### src/rtl/rr_arb8.sv
// Eight-way round-robin arbiter with a registered one-hot grant, a hold-time limit
// and a one-cycle timeout pulse when the limit revokes a grant.
module rr_arb8 #(
    parameter int MAX_HOLD = 16
) (
    input  logic       clk,
    input  logic       rst,
    input  logic [7:0] req,
    input  logic       rel,
    output logic [7:0] gnt,
    output logic       gnt_valid,
    output logic       timeout
);

    typedef enum logic [0:0] {
        IDLE  = 1'b0,
        GRANT = 1'b1
    } state_t;

    localparam logic       HOLD_EN   = (MAX_HOLD != 0);
    localparam logic [7:0] HOLD_LAST = HOLD_EN ? 8'(MAX_HOLD - 1) : 8'd0;

    state_t     state_r, state_s;
    logic [2:0] ptr_r, ptr_s;
    logic [2:0] own_r, own_s;
    logic [7:0] cnt_r, cnt_s;
    logic [7:0] gnt_s;
    logic       timeout_s;
    logic [2:0] sel_s;
    logic       hold_hit_s;
    logic       end_s;

    // First set request bit scanning upward from p, wrapping modulo 8.
    function automatic logic [2:0] rr_pick(input logic [7:0] r, input logic [2:0] p);
        logic [2:0] pick;
        logic [2:0] idx;
        pick = 3'd0;
        for (int i = 7; i >= 0; i--) begin
            idx = p + 3'(i);
            if (r[idx]) begin
                pick = idx;
            end else begin
                pick = pick;
            end
        end
        return pick;
    endfunction

    assign sel_s      = rr_pick(req, ptr_r);
    assign hold_hit_s = HOLD_EN && (cnt_r == HOLD_LAST);
    assign end_s      = rel || !req[own_r] || hold_hit_s;

    // Next-state, pointer, owner, hold counter and next registered outputs.
    always_comb begin
        state_s   = state_r;
        ptr_s     = ptr_r;
        own_s     = own_r;
        cnt_s     = cnt_r;
        gnt_s     = 8'h00;
        timeout_s = 1'b0;
        case (state_r)
            IDLE: begin
                if (req != 8'h00) begin
                    own_s   = sel_s;
                    gnt_s   = 8'h01 << sel_s;
                    cnt_s   = 8'd0;
                    state_s = GRANT;
                end else begin
                    state_s = IDLE;
                end
            end
            GRANT: begin
                if (end_s) begin
                    state_s   = IDLE;
                    ptr_s     = own_r + 3'd1;
                    cnt_s     = 8'd0;
                    // Only a limit-only end is reported as a timeout.
                    timeout_s = !rel && req[own_r];
                end else begin
                    gnt_s = 8'h01 << own_r;
                    cnt_s = (cnt_r == 8'hFF) ? 8'hFF : cnt_r + 8'd1;
                end
            end
            default: begin
                state_s = IDLE;
            end
        endcase
    end

    // State and output registers; reset clears grants immediately.
    always_ff @(posedge clk or posedge rst) begin
        if (rst) begin
            state_r   <= IDLE;
            ptr_r     <= 3'd0;
            own_r     <= 3'd0;
            cnt_r     <= 8'd0;
            gnt       <= 8'h00;
            gnt_valid <= 1'b0;
            timeout   <= 1'b0;
        end else begin
            state_r   <= state_s;
            ptr_r     <= ptr_s;
            own_r     <= own_s;
            cnt_r     <= cnt_s;
            gnt       <= gnt_s;
            gnt_valid <= |gnt_s;
            timeout   <= timeout_s;
        end
    end

endmodule

### config.mk
export PLATFORM = sky130hd
export DESIGN_NAME = rr_arb8
export DESIGN_NICKNAME = d
export VERILOG_FILES = /design/src/rtl/rr_arb8.sv
export SDC_FILE = /design/constraint.sdc
export NUM_CORES = 1
export LEC_CHECK = 0
export CAP_MARGIN = 20
export CORE_ASPECT_RATIO = 1.4
export CORE_UTILIZATION = 58
export CTS_CLUSTER_DIAMETER = 150
export DETAILED_ROUTE_END_ITERATION = 12
export PLACE_DENSITY = 0.8
export SKIP_LAST_GASP = 1
export SLEW_MARGIN = 5
export SYNTH_ARGS = -nofsm -noshare
export SYNTH_HDL_FRONTEND = slang
export SYNTH_SLANG_ARGS = --single-unit
export TNS_END_PERCENT = 1
### constraint.sdc
create_clock -name clk -period 3.8 [get_ports clk]
set_input_delay 0.57 -clock clk [delete_from_list [all_inputs] [get_ports clk]]
set_output_delay 0.57 -clock clk [all_outputs]
set_load 0.01 [all_outputs]
## Word level (Yosys, flattened, before mapping)

Cells that the tools add are included.

- Logic and storage cells: 78
- Bits in registers: 25
- Bits of input ports: 11

- Bitwise operators: 1
- Reductions and logical operators: 9
- Multiplexer cells: 38
- Add/subtract/negate cells: 9
- Equality and inequality tests: 3
- Shift operators: 2
- $lt $le $gt $ge: 9

Operators with widths:

| operator | number |
|---|---|
| 8-bit 2-to-1 mux | 5 |
| 3-bit by 4-bit < comparator with 1-bit output, second input constant | 9 |
| 8-bit case mux with 2 select lines | 2 |
| 1-bit binary-select mux with 3-bit select | 9 |
| 3-bit 2-to-1 mux | 8 |
| 1-bit by 3-bit left shift with 8-bit output, first input constant | 2 |
| 1-bit 2-to-1 mux | 13 |
| 3-bit adder, second input constant | 4 |
| 8-bit by 1-bit adder with 8-bit output, second input constant | 1 |
| 8-bit by 4-bit equality test with 1-bit output, second input constant | 1 |
| 8-bit equality test, second input constant | 1 |
| 8-bit nonzero test | 1 |
| 8-bit OR reduction | 1 |
| 3-bit by 1-bit adder with 3-bit output, second input constant | 2 |
| 3-bit by 2-bit adder with 3-bit output, second input constant | 2 |
| 2-bit AND reduction | 2 |
| 1-bit logical NOT | 2 |
| 1-bit logical OR | 2 |
| 2-bit inequality test, second input constant | 1 |
| 1-bit case mux with 2 select lines | 1 |
| 1-bit logical AND | 1 |
| 1-bit NOT | 1 |

## Longest topological paths before layout

- Word-level depth: 15
- Gate-level depth with buffers: 13

## Worst setup path before layout

Ideal clock, no wire load.

- Path type: flip-flop to flip-flop
- Start point: register ptr_r[1]
- End point: register gnt[4]
- Clock period less this slack: 2,844 ps
- Stages on the path, launching flop included: 14
- Required time: 3,678 ps
- Data arrival time: 2,723 ps
- Path slack: 956 ps
- Cells stage by stage: dfrtp_1 buf_4 buf_8 buf_2 inv_1 ha_1 buf_2 mux2i_1 a21oi_1 a21oi_1 o311a_2 o31ai_4 nor2_1 a32o_1

- Longest elaborated chain between the ends: 14
- Elaborated cells on any way between the ends: 34
- Classes of those cells: 7 x add/sub; 1 x shift; 26 x mux

RTL lines:

| what | line | text |
|---|---|---|
| from (decl) | 24 | `logic [2:0] ptr_r, ptr_s;` |
| from (signal assigned) | 102 | `ptr_r <= ptr_s;` |
| 3-bit adder | 39 | `idx = p + 3'(i);` |
| 1-bit binary-select mux with 3-bit select | 40 | `if (r[idx]) begin` |
| 1-bit 2-to-1 mux (not written as such) | 40 |  |
| 3-bit 2-to-1 mux (7 in series) | 40 |  |
| 3-bit 2-to-1 mux (*) | 40 |  |
| 1-bit by 3-bit left shift with 8-bit output (*) | 65 | `gnt_s = 8'h01 << sel_s;` |
| 8-bit 2-to-1 mux (*) | 63 | `if (req != 8'h00) begin` |
| 8-bit case mux with 2 select lines (*) | 61 | `case (state_r)` |
| via gnt_s[4] | 27 | `logic [7:0] gnt_s;` |
| to (signal assigned) | 105 | `gnt <= gnt_s;` |
| to (decl) | 10 | `output logic [7:0] gnt,` |

The timed path passes the listed nets; every way through them passes the cells marked *. The select of a mux whose other input is x is not followed.
A chain may end at the register's enable or synchronous reset.

## Worst setup path after layout

- Start point: register ptr_r[2]
- End point: register gnt[4]

Same word-level chain as after synthesis.

==> run summary <==
The run finished with clean final reports. After synthesis, the cell types taking the most area are sky130_fd_sc_hd__dfrtp_1 26%, sky130_fd_sc_hd__mux4_1 11%, sky130_fd_sc_hd__mux2i_1 5.9%. Setup violations remaining at the end of the flow were counted as 0.

The logs give 0 for the antenna diode count and 246 for the number of instances in the synthesized netlist. The share of the yosys chip area belonging to registers is 0.2632, and the slew of the pin with the lowest slew margin is 0.9232 ns. Overall routing resource usage: 0.2834.

The proportion of total power due to net switching was 0.5020; the routability congestion estimate from global placement was 0.9428. The tree is rooted in a sky130_fd_sc_hd__clkbuf_8. Setup repair after global routing left no endpoint under its margin. The floorplan die height is 77.75 um. The run gives 3.16 ns as the data arrival time at the worst-slack endpoint. For this run, the post-layout net count is 276.

The largest fanout of any net on the critical path was 21; the internal power of the cells was 1.163 mW. Based on the critical path, the design can be clocked at up to 0.3352 GHz. The run gives 0 as the final hold violation count.

The tools report the number of hold buffers added after CTS as 0. The post-synthesis net count is 266. The count of flip-flops with a built-in enable after synthesis is 0, and the clock network latency to the later pin of the worst-skew pair is 0.28 ns. In this run, placement finished with an instance count of 294.

Share of flip-flops with an asynchronous set or reset after synthesis: 1.000. The switching power came out at 1.172 mW. Startpoint-to-endpoint class of the critical path: reg -> reg. The yosys synthesis warning count is 0, and the peak ir drop on the vdd network is 0.0007296 V. During I/O placement, the number of pins put on the boundary was 21. Area added between synthesis and finish: 8.105%. The post-CTS setup buffer count is 0, and the number of port buffers is 20. In this run the standard cell core region covers 0.003919 mm^2. sky130_fd_sc_hd__dfrtp_1 takes more of the synthesized area than any other cell.

In the final routed layout, each cell accounts on average for 19.29 um. The top-area cell type share of the netlist area works out to 0.2632. The initial cell density of the core came out at 0.6066.

Entering global routing, the biggest net connects 28 pins. The share of post-route cells with drive strength above 1 came out at 0.1098. The die covers 0.004363 mm^2.

For this run the aggregate overflow at the end of global routing stands at 0. Number of antenna violations at the first check in global routing: 0. STA classifies the critical path endpoint as a flip-flop. The chip width came out at 56.11 um. The cell area that synthesis handed to floorplanning was 0.002377 mm^2.

In this run, CTS created clock tree buffers numbering 3. Most common flop cell mapped by yosys: sky130_fd_sc_hd__dfrtp_1. The total detailed-routing wirelength is 5.748 mm, and the number of global-route vias before repair is 2028. The clock period could shrink to 2.984 ns.

The run gives 0.007135 ns as the clock tree skew after final layout. The deepest level of the CTS H-tree was 1; the fraction of power consumed by the clock network was 0.071. The worst setup path is launched from a flip-flop.

The logs give 107 for the number of DRC markers after the initial detailed-route iteration and 0.5537 ns for the worst hold slack. Row generation in the floorplan step produced 27 rows. TritonCTS built the clock tree. A synthesized cell averages 9.664 um^2. The tightest min-delay check is of the reg -> reg type.

Summed over all failing endpoints, the final setup total negative slack is 0 ns. Dividing total power by cell area gives a power density of 908.6 mW/mm^2. The register bit count reported by yosys is 25, and the number of library cell types mapped by synthesis is 55.

The number of nets still failing antenna checks after routing was 0; the share of the clock period used by the worst path was 0.7851. In this run the static leakage power is 1.100 nW. The clock tree buffer depth was 2; the number of clock sinks was 25. The part of the power in registers came out at 0.186.

The clock transition at the registers of the reported paths works out to 0.09 ns. The proportion of power drawn by combinational gates came out at 0.744. For the post-CTS resize count, the log shows 0.

Max-cap violations in this run came to 0. The finished layout holds 298 standard cells, fillers aside. The logs give 9.673 mm for the global-route wire length before repair and 4.245 mm for the half-perimeter wire length after detailed placement.

For the worst-case headroom to the max-slew limit, the log shows 0.3839. The number of max-slew violations in the final report was 0; the mean number of vias per cell was 6.812. The layout has 315 filler cells. The first detailed-routing pass took 4 iterations. For this run, design rule violations remaining after detail routing come to 0. Detailed routing inserted a total of 2030 vias. Data on the critical path is required at its endpoint by 3.97 ns.
[worst paths after layout]
check | end | startpoint | cells after the start | slack, ns
worst max-delay path | gnt[4] | ptr_r[2] | 7 | 0.82
worst min-delay path | cnt_r[1] | cnt_r[1] | 2 | 0.55
worst max register to register | gnt[4] | ptr_r[2] | 7 | 0.82
worst min register to register | cnt_r[1] | cnt_r[1] | 2 | 0.55
max in group asynchronous | cnt_r[2] | rst | 2 | 2.45
min in group asynchronous | cnt_r[7] | rst | 2 | 0.79
[cell usage in the layout, fill, tap and decap left out, types with 4 or more instances in the layout]
cell type                         Yosys  routed
sky130_fd_sc_hd__inv_1               11      11
sky130_fd_sc_hd__a21oi_1             16      16
sky130_fd_sc_hd__mux2i_1             14      14
sky130_fd_sc_hd__and3_1               7       7
sky130_fd_sc_hd__ha_1                 9       9
sky130_fd_sc_hd__nand2_1             27      27
sky130_fd_sc_hd__mux4_1              10      10
sky130_fd_sc_hd__a22o_1               6       6
sky130_fd_sc_hd__clkdlybuf4s50_1      0      20
sky130_fd_sc_hd__nor3_1               4       4
sky130_fd_sc_hd__dfrtp_1             25      25
sky130_fd_sc_hd__mux4_2               6       6
sky130_fd_sc_hd__nand3_1              9       9
sky130_fd_sc_hd__o21ai_0             23      23
sky130_fd_sc_hd__nor2_1              11      11
[cells by family (layout without fill, tap and decap cells)]
family / Yosys count / count (layout) / synth area share
compound gates: 72 / 72 / 0.2063
xor+xnor: 4 / 4 / 0.01474
fa+ha+maj: 9 / 9 / 0.04737
buf+inv: 28 / 37 / 0.07000
flops: 25 / 25 / 0.2632
mux: 34 / 34 / 0.2468
simple gates: 74 / 74 / 0.1516
[area by class of cell]
| type | instances | area [um^2] | share of cell area |
|---|---|---|---|
| multi-input combinational | 193 | 1585 | 0.6168 |
| sequential | 25 | 625.6 | 0.2434 |
| timing repair buffer | 22 | 215.2 | 0.08374 |
| tap | 43 | 53.80 | 0.02093 |
| clock buffer | 3 | 41.29 | 0.01607 |
| inverter | 11 | 41.29 | 0.01607 |
| clock inverter | 1 | 7.507 | 0.002921 |
[layer usage]
layer / up-vias / GRT usage / routed length (um)
met1: 1009 / 0.3355 / 2229
met2: 48 / 0.5214 / 3193
met3: 18 / 0.02167 / 149
met5: - / 0 / 0
met4: 0 / 0.1171 / 176
li1: 955 / - / -
[power groups by stage]
stage          clock network, mW  logic (mW)  registers [mW]
6_report                   0.165        1.74           0.433
3_5_place_dp                   0        1.70           0.436
2_1_floorplan                  0        1.44           0.396
3_3_place_gp                   0        1.67           0.433
5_1_grt                    0.174        1.90           0.442
4_1_cts                    0.163        1.72           0.431
[metrics by stage]
step                total power [mW]  area (um^2)  worst slack, ns  utilization
global route                   2.520         2570           0.6786       0.6558
global placement               2.106         2521           0.6014       0.6434
floorplan                      1.832         2377           0.9558            -
detailed placement             2.139         2521           0.5852       0.6434
CTS                            2.312         2570           0.8372       0.6558
finish                         2.335         2570           0.8164       0.6558
[critical path, stage by stage (launching register included)]
cell	delay [ns]
sky130_fd_sc_hd__dfrtp_1	0.88
sky130_fd_sc_hd__mux4_1	0.65
sky130_fd_sc_hd__inv_1	0.08
sky130_fd_sc_hd__a31oi_1	0.10
sky130_fd_sc_hd__o311a_2	0.44
sky130_fd_sc_hd__o31ai_4	0.40
sky130_fd_sc_hd__nor2_1	0.09
sky130_fd_sc_hd__a32o_1	0.23
[synth_stat cells, types with 2 or more instances]
| cell type | n |
|---|---|
| sky130_fd_sc_hd__ha_1 | 9 |
| sky130_fd_sc_hd__nand3_1 | 9 |
| sky130_fd_sc_hd__buf_2 | 4 |
| sky130_fd_sc_hd__o31ai_1 | 2 |
| sky130_fd_sc_hd__a31oi_1 | 3 |
| sky130_fd_sc_hd__or2_2 | 2 |
| sky130_fd_sc_hd__nor3_1 | 4 |
| sky130_fd_sc_hd__clkbuf_8 | 2 |
| sky130_fd_sc_hd__a32o_1 | 3 |
| sky130_fd_sc_hd__buf_4 | 2 |
| sky130_fd_sc_hd__dfrtp_1 | 25 |
| sky130_fd_sc_hd__o21ai_0 | 23 |
| sky130_fd_sc_hd__mux4_2 | 6 |
| sky130_fd_sc_hd__nand2_1 | 27 |
| sky130_fd_sc_hd__a22o_1 | 6 |
| sky130_fd_sc_hd__nor2_1 | 11 |
| sky130_fd_sc_hd__clkbuf_2 | 2 |
| sky130_fd_sc_hd__and3_1 | 7 |
| sky130_fd_sc_hd__nor2b_1 | 2 |
| sky130_fd_sc_hd__mux4_1 | 10 |
| sky130_fd_sc_hd__a21oi_2 | 2 |
| sky130_fd_sc_hd__a21oi_1 | 16 |
| sky130_fd_sc_hd__or4_1 | 2 |
| sky130_fd_sc_hd__mux2_2 | 3 |
| sky130_fd_sc_hd__mux2i_1 | 14 |
| sky130_fd_sc_hd__inv_1 | 11 |
| sky130_fd_sc_hd__buf_6 | 2 |
| sky130_fd_sc_hd__clkbuf_1 | 3 |
| sky130_fd_sc_hd__o21ai_1 | 2 |
| sky130_fd_sc_hd__a31o_2 | 2 |
| sky130_fd_sc_hd__nor4_1 | 2 |
| sky130_fd_sc_hd__xor2_1 | 3 |
| sky130_fd_sc_hd__nand2b_1 | 3 |
[registers in the layout, indices dropped and copies added (netlist names)]
signal	flops
cnt_r	8
gnt	8
own_r	3
ptr_r	3
gnt_valid	1
state_r	1
timeout	1
Power figures use the tool's default switching activity.
